## src/rtl/fht_pkg.sv

```systemverilog
// Shared constants and helpers for the fast Hartley transform (FHT) datapath.
// Every FHT stage imports this package so that all stages use the same scaling.
package fht_pkg;

    localparam int D_BIT      = 16;
    localparam int W_BIT      = 16;
    localparam int HALF_W_MAX = 8192;

    // HALF_W_MAX must be a power of two, so that the divide by W_MAX is a plain shift.
    localparam int W_MAX   = 2 * HALF_W_MAX;
    localparam int D_MAX   = 1 << (D_BIT - 1);
    localparam int W_SHIFT = $clog2(W_MAX);

    localparam int SAT_W = 64;

    // Clamp a sign-extended value into the signed range of 'bits' bits.
    function automatic logic signed [SAT_W-1:0] sat_to_bits(
        input logic signed [SAT_W-1:0] x,
        input int                      bits
    );
        logic signed [SAT_W-1:0] hi;
        logic signed [SAT_W-1:0] lo;
        hi = (64'sd1 <<< (bits - 1)) - 64'sd1;
        lo = -(64'sd1 <<< (bits - 1));
        if (x > hi) begin
            return hi;
        end else if (x < lo) begin
            return lo;
        end
        return x;
    endfunction

endpackage

```

## src/rtl/fht_but_mul.sv

```systemverilog
// Butterfly stage 1: twiddle products, their sum, and the round-half-up
// normalisation by W_MAX into the ROUND_SUM_MUL register.
module fht_but_mul
    import fht_pkg::*;
#(
    parameter int D_BIT      = fht_pkg::D_BIT,
    parameter int W_BIT      = fht_pkg::W_BIT,
    parameter int HALF_W_MAX = fht_pkg::HALF_W_MAX
) (
    input  logic                    iCLK,
    input  logic                    iRESET,
    input  logic signed [D_BIT-1:0] iX_1,
    input  logic signed [D_BIT-1:0] iX_2,
    input  logic signed [W_BIT-1:0] iSIN,
    input  logic signed [W_BIT-1:0] iCOS,
    output logic signed [D_BIT:0]   oROUND_SUM_MUL
);

    localparam int P_BIT = D_BIT + W_BIT + 1;
    localparam int SHIFT = $clog2(2 * HALF_W_MAX);

    logic signed [P_BIT-1:0] cos_ext;
    logic signed [P_BIT-1:0] sin_ext;
    logic signed [P_BIT-1:0] x1_ext;
    logic signed [P_BIT-1:0] x2_ext;
    logic signed [P_BIT-1:0] sum_s;
    logic signed [P_BIT-1:0] rounded;
    logic signed [D_BIT:0]   m_d;
    logic signed [D_BIT:0]   ROUND_SUM_MUL;
    logic                    unused_rounded;

    always_comb begin
        cos_ext = {{(P_BIT - W_BIT){iCOS[W_BIT-1]}}, iCOS};
        sin_ext = {{(P_BIT - W_BIT){iSIN[W_BIT-1]}}, iSIN};
        x1_ext  = {{(P_BIT - D_BIT){iX_1[D_BIT-1]}}, iX_1};
        x2_ext  = {{(P_BIT - D_BIT){iX_2[D_BIT-1]}}, iX_2};
        sum_s   = cos_ext * x1_ext + sin_ext * x2_ext;
        // Adding half an LSB before the arithmetic shift gives round-half-up.
        rounded = (sum_s + P_BIT'(HALF_W_MAX)) >>> SHIFT;
        // |m| <= sqrt(2)*D_MAX for a unit-circle twiddle, so D_BIT+1 bits hold it.
        m_d     = rounded[D_BIT:0];
    end

    assign unused_rounded = ^rounded[P_BIT-1:D_BIT+1];

    // NOTE: registers take non-blocking assignments so every flop samples pre-edge values.
    always_ff @(posedge iCLK) begin
        if (iRESET) begin
            ROUND_SUM_MUL <= '0;
        end else begin
            ROUND_SUM_MUL <= m_d;
        end
    end

    assign oROUND_SUM_MUL = ROUND_SUM_MUL;

endmodule

```

## src/rtl/fht_but.sv

```systemverilog
// Radix-2 FHT butterfly: Y0 = (X0 + m)/2, Y1 = (X0 - m)/2 with
// m = (cos*X1 + sin*X2)/W_MAX, rounded half-up and saturated to D_BIT.
module fht_but
    import fht_pkg::*;
#(
    parameter int D_BIT      = fht_pkg::D_BIT,
    parameter int W_BIT      = fht_pkg::W_BIT,
    parameter int HALF_W_MAX = fht_pkg::HALF_W_MAX
) (
    input  logic                    iCLK,
    input  logic                    iRESET,
    input  logic signed [D_BIT-1:0] iX_0,
    input  logic signed [D_BIT-1:0] iX_1,
    input  logic signed [D_BIT-1:0] iX_2,
    input  logic signed [W_BIT-1:0] iSIN,
    input  logic signed [W_BIT-1:0] iCOS,
    output logic signed [D_BIT-1:0] oY_0,
    output logic signed [D_BIT-1:0] oY_1
);

    logic signed [D_BIT:0]   ROUND_SUM_MUL;
    logic signed [D_BIT+1:0] x0_ext;
    logic signed [D_BIT+1:0] m_ext;
    logic signed [D_BIT+1:0] sum_a;
    logic signed [D_BIT+1:0] dif_b;
    logic signed [D_BIT+2:0] sum_r;
    logic signed [D_BIT+2:0] dif_r;
    logic signed [SAT_W-1:0] sum_sat;
    logic signed [SAT_W-1:0] dif_sat;
    logic signed [D_BIT-1:0] y0_d;
    logic signed [D_BIT-1:0] y1_d;
    logic signed [D_BIT-1:0] y0_q;
    logic signed [D_BIT-1:0] y1_q;
    logic                    unused_bits;

    fht_but_mul #(
        .D_BIT      (D_BIT),
        .W_BIT      (W_BIT),
        .HALF_W_MAX (HALF_W_MAX)
    ) u_mul (
        .iCLK           (iCLK),
        .iRESET         (iRESET),
        .iX_1           (iX_1),
        .iX_2           (iX_2),
        .iSIN           (iSIN),
        .iCOS           (iCOS),
        .oROUND_SUM_MUL (ROUND_SUM_MUL)
    );

    always_comb begin
        x0_ext  = {{2{iX_0[D_BIT-1]}}, iX_0};
        m_ext   = {ROUND_SUM_MUL[D_BIT], ROUND_SUM_MUL};
        sum_a   = x0_ext + m_ext;
        dif_b   = x0_ext - m_ext;
        // One extra bit keeps the +1 rounding carry; dropping bit 0 is the >>>1.
        sum_r   = {sum_a[D_BIT+1], sum_a} + (D_BIT+3)'(1);
        dif_r   = {dif_b[D_BIT+1], dif_b} + (D_BIT+3)'(1);
        sum_sat = sat_to_bits({{(SAT_W-D_BIT-2){sum_r[D_BIT+2]}}, sum_r[D_BIT+2:1]}, D_BIT);
        dif_sat = sat_to_bits({{(SAT_W-D_BIT-2){dif_r[D_BIT+2]}}, dif_r[D_BIT+2:1]}, D_BIT);
        y0_d    = sum_sat[D_BIT-1:0];
        y1_d    = dif_sat[D_BIT-1:0];
    end

    assign unused_bits = ^{sum_r[0], dif_r[0], sum_sat[SAT_W-1:D_BIT], dif_sat[SAT_W-1:D_BIT]};

    always_ff @(posedge iCLK) begin
        if (iRESET) begin
            y0_q <= '0;
            y1_q <= '0;
        end else begin
            y0_q <= y0_d;
            y1_q <= y1_d;
        end
    end

    assign oY_0 = y0_q;
    assign oY_1 = y1_q;

endmodule

```

## config.mk

```make
export PLATFORM = sky130hd
export DESIGN_NAME = fht_but
export DESIGN_NICKNAME = d
export VERILOG_FILES = /design/src/rtl/fht_pkg.sv /design/src/rtl/fht_but_mul.sv /design/src/rtl/fht_but.sv
export SDC_FILE = /design/constraint.sdc
export NUM_CORES = 2
export LEC_CHECK = 0
export CELL_PAD_IN_SITES_DETAIL_PLACEMENT = 0
export CELL_PAD_IN_SITES_GLOBAL_PLACEMENT = 2
export CORE_MARGIN = 5
export CORE_UTILIZATION = 40
export DETAILED_ROUTE_END_ITERATION = 8
export PLACE_DENSITY = 0.88
export SLEW_MARGIN = 20
export SYNTH_ARGS = -nofsm -noshare
export SYNTH_HDL_FRONTEND = slang
export SYNTH_HIERARCHICAL = 1
export SYNTH_SLANG_ARGS = --single-unit
```

## constraint.sdc

```tcl
create_clock -name iCLK -period 24.9 [get_ports iCLK]
set_input_delay 4.98 -clock iCLK [delete_from_list [all_inputs] [get_ports iCLK]]
set_output_delay 4.98 -clock iCLK [all_outputs]
set_load 0.02 [all_outputs]
```

==> results.md <==
- First-pass GRT wire length: 90500 um
- Clk root buf: clkbuf_16
- Synth async-reset ratio: 0
- Tightest Pin Transition: 0.994 ns
- Remaining DRCs: 0
- CP Data Arrival Time: 12.98 ns
- Vias in the first global route: 17301
- Syn avg cell area: 9.24 sq um
- CORE AREA: 55100 sq um
- Worst Path Required: 25.04 ns
- Initial core utilization: 0.404
- Status: completed
- Number of max-cap violations: 0
- Hold WS: 0.687 ns
- Syn Nets: 3236
- Final period util: 0.516
- Setup TNS: 0 ns
- # IOs: 114
- Crit. End Element: register
- R2R Path End: oY_1[12]$_SDFF_PP0_
- Pin count of the biggest net entering global routing: 23
- Post-synth top flop: dfxtp_1
- Unique cell type count in the Yosys netlist: 67
- Final WL: 53100 um
- Sequential fraction of the synthesis area: 0.0441
- IO Port Bufs: 113
- Fmax: 0.0779 GHz
- RSZ-0062 raised after global routing: false
- Post-Route Skew: 0.0108 ns
- Warnings from Yosys: 6
- H-tree levels: 2
- Sink Count: 49
- Hold path start: u_mul/oROUND_SUM_MUL[1]$_SDFF_PP0_
- Layout cells sized above 1: 0.0207
- Worst-case clock buffer depth: 2
- HPWL Detailed: 47000 um
- Synth top area share: 0.504
- CTS tree: built
- GR Overflow Total: 0
- Mapped Cells: 2406
- Die height: 246 um
- # rows: 86
- Initial antenna violation count: 1
- Cell Area, Synth: 22200 sq um
- Average wire per standard cell: 16.5 um
- Post-synth top area cell: fa_1
- Critical Path Source Type: input pin
- Crit Path Category: in -> reg
- # nets final: 3293
- Setup ws final: 12.06 ns
- Clock slew at reported path FFs: 0.07 ns
- Clk Latency, worst-skew pair: 0.29 ns
- Die X: 246 um
- Worst R2R Path Depth: 11
- Post-CTS Setup Bufs: 0
- DRT Pass-1 Iters: 5
- R2R Setup Slk: 21.33 ns
- Die area: 60400 sq um
- Hold path endpoint: oY_0[0]$_SDFF_PP0_
- Hold Path Depth: 3
- Number of hold buffers added after CTS: 0
- CTS Buf Count: 5
- Pins Over Slew Limit: 0
- Worst reg2reg startpoint: u_mul/oROUND_SUM_MUL[2]$_SDFF_PP0_
- Total via count in the routed design: 15160
- Vias per inst: 4.72
- Endpoints failing setup: 0
- Drt first-iter violations: 667
- GRT Overall Usage: 0.183
- Antenna diode count: 0
- Post-synth EDFFs: 0
- CTS resizes: 0
- Pre-CTS WS: 11.65 ns
- Hold Crit Class: reg -> reg
- Post-DRT Antenna Nets: 0
- Synth-to-Final Area Change: 9.05%
- CP max FO: 16
- Minimum clock period: 12.84 ns
- Main area contributors after synthesis: fa_1, inv_1, ha_1, and2_1, nand2_1
- GPL Wtd Cong: 0.911
- Slew Limit Headroom: 0.335
- Final Hold Vio Count: 0
- Yosys reg bits: 49
logic make-up (layout without fill, tap and decap cells):
logic type,count (synthesis),after routing,share of synthesized area
compound gates,163,163,0.0518
xor+xnor,70,70,0.0276
fa+ha+maj,748,748,0.610
buf+inv,761,818,0.130
flops,49,49,0.0441
mux,1,1,0.000506
simple gates,614,614,0.136
cells in the final DEF, fill, tap and decap left out, types with 2 or more instances in the layout:
cell type        count
nand4_1              4
o21ai_1             20
o21bai_1             7
o211ai_1             4
a31oi_2              2
and2_1             223
o21a_1               3
nand2_1            273
or2_1                2
nand2b_1            14
a21o_1              14
a211oi_1             5
or3_1                3
o311a_1              2
nor2_1              57
a21oi_2              3
o21ai_2             13
fa_1               560
a31o_2               2
ha_1               188
clkdlybuf4s50_1    113
a31oi_1              6
a21oi_1             36
o31a_1               3
clkbuf_16            5
buf_4               10
nand3_1              4
dfxtp_1             49
inv_1              687
nor2b_1             15
nor3_1               9
xnor2_1             54
o21ai_0             21
o31ai_1              2
xor2_1              16
layout make-up:
type	count	area (sq um)
multi-input cells	1596	18400
well taps	748	936
clock buffers	5	125
clock inverters	2	35.0
inverters	688	2580
repair buffers	123	1210
flip-flops and latches	49	981
fillers	5397	30800
flip-flops by register name (all words and copies together), names as in the netlist:
register              flops
u_mul/oROUND_SUM_MUL     17
oY_1                     16
oY_0                     16
stage by stage:
step	util	area (sq um)	cells
floorplan	-	22200	2406
detailed placement	0.437	24100	3204
finish	0.440	24200	3211
global placement	0.437	24100	3204
global route	0.440	24200	3211
CTS	0.440	24200	3211
layer usage:
layer / GRT usage / up-vias / wire length [um]
li1: - / 7031 / -
met1: 0.271 / 7843 / 26300
met2: 0.309 / 257 / 24900
met3: 0.0129 / 29 / 1590
met4: 0.0166 / 0 / 315
met5: 0 / - / 0
worst max-delay path, stage by stage:
cell	delay, ns
clkdlybuf4s50_1	0.92
nand2_1	0.39
inv_1	0.54
fa_1	0.54
fa_1	0.51
inv_1	0.05
fa_1	0.47
inv_1	0.05
fa_1	0.48
fa_1	0.56
fa_1	0.42
fa_1	0.48
inv_1	0.05
fa_1	0.47
inv_1	0.04
ha_1	0.34
a22oi_1	0.21
o211ai_1	0.13
a31o_2	0.26
o21ai_2	0.17
o21ai_2	0.15
a211o_1	0.33
a31oi_1	0.21
xor2_1	0.16
nor2_1	0.05
synthesized netlist by cell type, drive strengths merged, types with 14 or more instances:
cell    number
xnor2       54
nand2b      14
dfxtp       49
nand2      273
nor2        57
a21oi       39
xor2        16
clkbuf      64
and2       224
nor2b       15
a21o        14
ha         188
o21ai       54
inv        687
fa         560
worst max path at each step:
stage,start,endpoint,depth (start not counted)
after floorplan,iSIN[15],u_mul/oROUND_SUM_MUL[13]$_SDFF_PP0_,24
after global placement,iX_2[0],u_mul/oROUND_SUM_MUL[15]$_SDFF_PP0_,25
after detailed placement,iX_2[0],u_mul/oROUND_SUM_MUL[15]$_SDFF_PP0_,25
after CTS,iX_2[0],u_mul/oROUND_SUM_MUL[15]$_SDFF_PP0_,25
after global routing,iX_2[0],u_mul/oROUND_SUM_MUL[15]$_SDFF_PP0_,25
final,iX_2[0],u_mul/oROUND_SUM_MUL[15]$_SDFF_PP0_,25
Power is not shown: default switching activity piles up to over one toggle a cycle in this logic, so the estimate is an artifact.
